**src/rtl/crc_sig_pkg.sv**
```systemverilog
// crc_sig_pkg: shared FSM encoding, default seed/taps and the LFSR step function.
// Latency: n/a (types and pure functions only).
// Backpressure: n/a.
package crc_sig_pkg;

    typedef enum logic [1:0] {
        ST_IDLE  = 2'd0,
        ST_RUN   = 2'd1,
        ST_CHECK = 2'd2,
        ST_DONE  = 2'd3
    } state_t;

    localparam logic [63:0] DEFAULT_SEED = 64'h5aef0c8d_d70a4497;
    localparam logic [63:0] DEFAULT_TAPS = 64'h8000_0000_0000_0005;

    // One shift of a width-bit LFSR held in the low bits of a 64-bit word.
    // Feedback is the parity of the current value masked by taps.
    function automatic logic [63:0] lfsr_next(input logic [63:0] cur,
                                              input logic [63:0] taps,
                                              input int          width);
        logic [63:0] mask;
        logic        fb;
        mask = (width >= 64) ? '1 : ((64'd1 << width) - 64'd1);
        fb   = ^(cur & taps & mask);
        return ((cur << 1) | {63'd0, fb}) & mask;
    endfunction

endpackage

```
**src/rtl/crc_sig_lfsr.sv**
```systemverilog
// crc_sig_lfsr: one LFSR register; clr loads INIT, en shifts and folds din in.
// Latency: 1 cycle from clr/en to q.
// Backpressure: none; en low holds the register.
module crc_sig_lfsr
    import crc_sig_pkg::*;
#(
    parameter int          WIDTH = 64,
    parameter logic [63:0] TAPS  = DEFAULT_TAPS,
    parameter logic [63:0] INIT  = '0
) (
    input  logic             clk,
    input  logic             rst,
    input  logic             clr,
    input  logic             en,
    input  logic [WIDTH-1:0] din,
    output logic [WIDTH-1:0] q
);

    logic [63:0] q_ext;
    logic [63:0] nxt;

    assign q_ext = 64'(q);
    assign nxt   = lfsr_next(q_ext, TAPS, WIDTH);

    // clr wins over en so a warm-up or restart load is never lost to a shift.
    always_ff @(posedge clk) begin
        if (rst)
            q <= '0;
        else if (clr)
            q <= INIT[WIDTH-1:0];
        else if (en)
            q <= nxt[WIDTH-1:0] ^ din;
    end

endmodule

```
**src/rtl/crc_sig_harness.sv**
```systemverilog
// crc_sig_harness: CRC stimulus generator plus per-channel signatures, checked after RUN_CYC steps.
// Latency: done_o rises RUN_CYC+1 edges after start is accepted, plus any cycles spent in hold.
// Backpressure: hold_i freezes cyc/crc/signatures in RUN; start_i is ignored while busy.
// Optional CRC_SIG_FIRST_FAIL_EN: adds first_fail_o/first_fail_vld_o and a hold-entry trace.
module crc_sig_harness
    import crc_sig_pkg::*;
#(
    parameter int          CRC_W      = 64,
    parameter int          RES_W      = 64,
    parameter int          NCHAN      = 1,
    parameter logic [63:0] SEED       = DEFAULT_SEED,
    parameter logic [63:0] TAPS       = DEFAULT_TAPS,
    parameter int          WARMUP_CYC = 10,
    parameter int          RUN_CYC    = 99
) (
    input  logic                   clk,
    input  logic                   rst,
    input  logic                   start_i,
    input  logic                   hold_i,
    input  logic [NCHAN*RES_W-1:0] result_i,
    input  logic [CRC_W-1:0]       exp_crc_i,
    input  logic [NCHAN*RES_W-1:0] exp_sum_i,
    output logic [CRC_W-1:0]       stim_o,
    output logic [15:0]            cyc_o,
    output logic [NCHAN*RES_W-1:0] sum_o,
    output logic                   busy_o,
    output logic                   done_o,
    output logic                   pass_o,
    output logic [NCHAN:0]         fail_mask_o
`ifdef CRC_SIG_FIRST_FAIL_EN
    ,
    output logic [$clog2(NCHAN+1)-1:0] first_fail_o,
    output logic                       first_fail_vld_o
`endif
);

    generate
        if (RUN_CYC >= 65535) begin : g_chk_run_cyc
            $error("crc_sig_harness: RUN_CYC must be < 65535");
        end
        if (RUN_CYC <= WARMUP_CYC) begin : g_chk_warmup
            $error("crc_sig_harness: RUN_CYC must exceed WARMUP_CYC");
        end
        if (NCHAN < 1 || NCHAN > 16) begin : g_chk_nchan
            $error("crc_sig_harness: NCHAN must be 1..16");
        end
        if (CRC_W < 8 || CRC_W > 64 || RES_W < 8 || RES_W > 64) begin : g_chk_width
            $error("crc_sig_harness: CRC_W and RES_W must be 8..64");
        end
    endgenerate

    state_t                   state_q, state_d;
    logic [15:0]              cyc_q;
    logic [CRC_W-1:0]         crc_q;
    logic [NCHAN*RES_W-1:0]   sum_q;
    logic [NCHAN:0]           mismatch;
    logic                     accept;
    logic                     step;
    logic                     last_step;
    logic                     warm;

    assign accept    = start_i && (state_q == ST_IDLE || state_q == ST_DONE);
    assign step      = (state_q == ST_RUN) && !hold_i;
    assign last_step = step && (cyc_q == 16'(RUN_CYC - 1));
    assign warm      = (cyc_q < 16'(WARMUP_CYC));

    assign stim_o = crc_q;
    assign cyc_o  = cyc_q;
    assign sum_o  = sum_q;

    // State register.
    always_ff @(posedge clk) begin
        if (rst)
            state_q <= ST_IDLE;
        else
            state_q <= state_d;
    end

    // Next state and busy flag; CHECK always lasts exactly one cycle.
    always_comb begin
        state_d = state_q;
        busy_o  = 1'b0;
        case (state_q)
            ST_IDLE, ST_DONE: if (start_i) state_d = ST_RUN;
            ST_RUN: begin
                busy_o = 1'b1;
                if (last_step) state_d = ST_CHECK;
            end
            ST_CHECK: begin
                busy_o  = 1'b1;
                state_d = ST_DONE;
            end
            default: state_d = ST_IDLE;
        endcase
    end

    // Run cycle counter, restarts on accept and sticks at all-ones.
    always_ff @(posedge clk) begin
        if (rst)
            cyc_q <= '0;
        else if (accept)
            cyc_q <= '0;
        else if (step && cyc_q != 16'hFFFF)
            cyc_q <= cyc_q + 16'd1;
    end

    crc_sig_lfsr #(
        .WIDTH (CRC_W),
        .TAPS  (TAPS),
        .INIT  (SEED)
    ) u_stim (
        .clk (clk),
        .rst (rst),
        .clr (accept),
        .en  (step),
        .din ('0),
        .q   (crc_q)
    );

    // Signatures are forced to zero through the warm-up window via the clear path.
    for (genvar c = 0; c < NCHAN; c++) begin : g_sig
        crc_sig_lfsr #(
            .WIDTH (RES_W),
            .TAPS  (TAPS),
            .INIT  ('0)
        ) u_sig (
            .clk (clk),
            .rst (rst),
            .clr (accept || (step && warm)),
            .en  (step),
            .din (result_i[c*RES_W +: RES_W]),
            .q   (sum_q[c*RES_W +: RES_W])
        );
    end

    // Full-width compare of CRC and every signature against the expected values.
    always_comb begin
        mismatch        = '0;
        mismatch[NCHAN] = (crc_q != exp_crc_i);
        for (int c = 0; c < NCHAN; c++)
            mismatch[c] = (sum_q[c*RES_W +: RES_W] != exp_sum_i[c*RES_W +: RES_W]);
    end

    // Verdict registers: cleared on restart, captured on the edge leaving CHECK.
    always_ff @(posedge clk) begin
        if (rst) begin
            fail_mask_o <= '0;
            pass_o      <= 1'b0;
            done_o      <= 1'b0;
        end else if (accept) begin
            fail_mask_o <= '0;
            pass_o      <= 1'b0;
            done_o      <= 1'b0;
        end else if (state_q == ST_CHECK) begin
            fail_mask_o <= mismatch;
            pass_o      <= ~|mismatch;
            done_o      <= 1'b1;
        end
    end

`ifdef CRC_SIG_FIRST_FAIL_EN
    localparam int FF_W = $clog2(NCHAN + 1);
    logic [FF_W-1:0] first_idx;

    // Lowest set mismatch index: scan downwards so the smallest one wins.
    always_comb begin
        first_idx = '0;
        for (int i = NCHAN; i >= 0; i--)
            if (mismatch[i]) first_idx = FF_W'(i);
    end

    // First-fail capture alongside the main verdict.
    always_ff @(posedge clk) begin
        if (rst || accept) begin
            first_fail_o     <= '0;
            first_fail_vld_o <= 1'b0;
        end else if (state_q == ST_CHECK) begin
            first_fail_o     <= first_idx;
            first_fail_vld_o <= |mismatch;
        end
    end

`ifdef TEST_VERBOSE
    logic hold_q;

    // Previous hold level, so the trace fires once per stall.
    always_ff @(posedge clk) begin
        if (rst)
            hold_q <= 1'b0;
        else
            hold_q <= hold_i;
    end

    // Debug trace on stall entry.
    always @(posedge clk) begin
        if (!rst && hold_i && !hold_q)
            $display("[%0t] crc_sig_harness: hold rises cyc=%0d crc=%h", $time, cyc_q, crc_q);
    end
`endif
`endif

endmodule

```
**config.mk**
```make
export PLATFORM = sky130hd
export DESIGN_NAME = crc_sig_harness
export DESIGN_NICKNAME = d
export VERILOG_FILES = /design/src/rtl/crc_sig_pkg.sv /design/src/rtl/crc_sig_lfsr.sv /design/src/rtl/crc_sig_harness.sv
export SDC_FILE = /design/constraint.sdc
export NUM_CORES = 1
export LEC_CHECK = 0
export CAP_MARGIN = 0
export CORE_AREA = 2 2 134 136
export CTS_BUF_LIST = sky130_fd_sc_hd__clkbuf_8
export CTS_CLUSTER_DIAMETER = 60
export DETAILED_ROUTE_END_ITERATION = 8
export DIE_AREA = 0 0 136 138
export MAX_ROUTING_LAYER = met4
export PLACE_DENSITY = 0.9
export SLEW_MARGIN = 20
export SYNTH_ARGS = -nofsm -noshare
export SYNTH_HDL_FRONTEND = slang
export SYNTH_SLANG_ARGS = --single-unit
```
**constraint.sdc**
```tcl
create_clock -name clk -period 5.8 [get_ports clk]
set_input_delay 0.87 -clock clk [delete_from_list [all_inputs] [get_ports clk]]
set_output_delay 0.87 -clock clk [all_outputs]
set_load 0.03 [all_outputs]
```
==> out/results.ini <==
[worst_setup_path]
ff2ff_path_depth = 8
start_kind = input port
worstPathMaxFanout = 67
reg2reg_slack_ns = 2.85
crit_buf_inv = 3
required_ns = 6.09
crit_family = buffers and inverters
r2r-start = state_q[1]$_SDFFE_PP0P_
reg2reg_to = g_sig[0].u_sig.q[51]$_SDFFE_PP0P_
cp_data_arrival_time_ns = 3.40
endpoint_kind = flip-flop
setup.worst_path.class = in -> reg
slowest_delay_ns = 0.60
cpMaxStageDelayCell = buf_4
crit_chain = clkdlybuf4s50_1 -> nor2b_4 -> buf_4 -> nand4_1 -> o41ai_4 -> buf_4 -> a211oi_1
crit_start = hold_i
cpMostUsedCell = buf_4

[timing]
min_period_ns = 3.110
setup_viol = 0
worst_hold_slack_ns = 0.4975
layout_setup_ws_ns = 2.690
fin_crit_sh_pct = 53.62
maxSlewHeadroom_pct = 31.92
fmax_ghz = 0.3216
rsz0062_at_grt = no
finClkSkew_ns = 0.01143
tightestPinTransition_ns = 1.021
setup-tns-final_ns = 0
slew_viol_final = 0
hold_violations = 0

[drt]
routed_wl_um = 27510
vias = 7707
drt-vias-per-instance = 5.352
drt-wirelength-per-cell_um = 19.10
drcViolationCount = 0
first_iter_violations = 485
drtPass1Iterations = 6
drtAntennaViolNets = 0

[power]
power-per-cell-area_nw_per_um2 = 340.7
vdd_ir_drop_max_mv = 0.2463
p_leak_nw = 4.004

[cells_and_area]
antennaDiodeCount = 0
nFillCells = 1416
stdcell_count = 1440
finalInstanceArea_um2 = 11370
area_delta_synth_final_pct = 53.31
num-nets-final = 1398
drive_above_1_share_pct = 3.551

[clock_tree]
clock_latency_ns = 0.46
htree_num_levels = 4
cts_root_buf = clkbuf_8
cts_resized = 0
cts_sinks = 150
cts.reportedPaths.clkPinSlew_ns = 0.09
tritoncts = done
clockBufferDepth = 2
cts_buffers = 17
post_cts_buffers = 0
hold_buffers = 0

[floorplanning]
row_count = 49
start_util_pct = 42.29
die_h_um = 138
io_pins = 345
fp.dieW_um = 136
core_um2 = 17530
dieArea_um2 = 18770

[global_routing]
grt_max_degree = 105
gr-usage-all-layers_pct = 29.63
overflow = 0
antenna_found_initial = 0
grt_pass1_wl_um = 41140
grt_pass1_vias = 7387

[synth]
avgSynthCellArea_um2 = 8.416
postSynthNetCount = 1081
ys.flop_type = dfxtp_1
ys_warn_count = 0
ys_types = 38
async_flop_share_pct = 0
synth_edf_count = 0
ys_seq_elements = 150
synthCells = 881
yosysSeqAreaShare_pct = 40.50
synth.cell_area_um2 = 7415

[run]
max_cap_viol_count = 0

[min_path]
hp-start = state_q[1]$_SDFFE_PP0P_
hold_path.class = reg -> reg
holdPathEnd = state_q[1]$_SDFFE_PP0P_
hold_depth = 2

[place]
dp_slack_ns = 2.191
postPlaceCellArea_um2 = 10990
place_congestion = 0.9334
dp_cells = 1408
hpwlAfterDp_um = 21680
io_buffers = 344

[outcome]
status = finished, final reports clean

-- cells in the mapped netlist, drive strengths merged (2+ instances only) --
cell | number | share of area [%]
dfxtp | 150 | 40
nand2 | 137 | 6.9
xor2 | 105 | 12
nor2 | 85 | 4.3
xnor2 | 82 | 9.7
a211oi | 66 | 6.7
a21oi | 42 | 2.8
clkbuf | 39 | 2.0
a31oi | 33 | 2.8
nor4 | 26 | 2.2
inv | 25 | 1.3
nand4 | 20 | 1.7
buf | 11 | 0.74
o22ai | 9 | 0.76
nand3 | 7 | 0.47
o21ai | 7 | 0.47
nand2b | 6 | 0.51
or3 | 5 | 0.42
ha | 4 | 0.68
a22o | 3 | 0.35
nor2b | 3 | 0.25
a2111oi | 2 | 0.24
a221oi | 2 | 0.24
and3 | 2 | 0.24
and4 | 2 | 0.25
-- worst max-delay path by stage --
stage / end / slack (ns) / depth (start not counted)
after floorplan: fail_mask_o[0]$_SDFFE_PP0N_ / 3.58 / 6
after global placement: cyc_o[1]$_SDFFE_PP0P_ / 2.31 / 4
after detailed placement: cyc_o[1]$_SDFFE_PP0P_ / 2.19 / 4
after CTS: cyc_o[1]$_SDFFE_PP0P_ / 2.67 / 4
after global routing: g_sig[0].u_sig.q[24]$_SDFFE_PP0P_ / 2.53 / 7
final: g_sig[0].u_sig.q[51]$_SDFFE_PP0P_ / 2.69 / 7
-- cell type report --
cell class              instances  area, um2  area share [%]
well taps                     229      286.5           2.521
repair buffers                348       3473           30.56
clock inverters                13      112.6          0.9906
flip-flops and latches        150       3003           26.42
multi-input cells             656       4136           36.39
clock buffers                  19      261.5           2.300
inverters                      25      93.84          0.8255
-- state kept, by name (all words and copies together), names as in the netlist --
register,count
done_o,1
pass_o,1
fail_mask_o,2
u_stim.q,64
cyc_o,16
g_sig.u_sig.q,64
state_q,2
-- layer usage --
layer  vias to the layer above  GRT usage (%)  wire length, um
met2                       404          49.43            13870
met3                        90          8.691             2311
met5                         -              -                0
met1                      3554          31.04             9857
met4                         0          16.56             1472
li1                       3659              -                -
-- logic make-up after synthesis --
kind of cell,after synthesis,synth area share [%]
AO/OA/AOI/OAI,169,15.22
AND/OR/NAND/NOR,296,17.53
buffers and inverters,75,3.983
flip-flops,150,40.50
XOR/XNOR,187,22.09
adder cells (fa/ha/maj),4,0.6750
-- power breakdown --
group          switching [W]  total (W)  internal (W)
Clock               0.000444   0.000776      0.000332
Sequential          0.000250    0.00145       0.00120
Combinational       0.000962    0.00165      0.000685
Total                0.00166    0.00387       0.00222
-- cell usage in the layout, fill, tap and decap left out, types with 25 or more instances in the layout --
master,count
nor4_1,26
clkdlybuf4s50_1,344
inv_1,25
nor2_1,85
a31oi_1,33
xor2_1,105
dfxtp_1,150
xnor2_1,82
a21oi_1,42
nand2_1,136
a211oi_1,66
-- worst register-to-register path, stage by stage (launching register included) --
cell and delay [ns]:
dfxtp_1 0.34, inv_1 0.06, ha_1 0.27, nor2b_4 0.18, buf_4 0.53, nand4_1 0.31
o41ai_4 0.34, buf_4 0.61, a211oi_1 0.16
-- through the flow --
stage / power (W) / utilization (%)
5_1_grt: 0.004069 / 64.83
2_1_floorplan: 0.002386 / -
3_5_place_dp: 0.003112 / 62.68
3_3_place_gp: 0.003067 / 62.68
4_1_cts: 0.003883 / 64.81
6_report: 0.003872 / 64.83
Power figures use the tool's default switching activity.
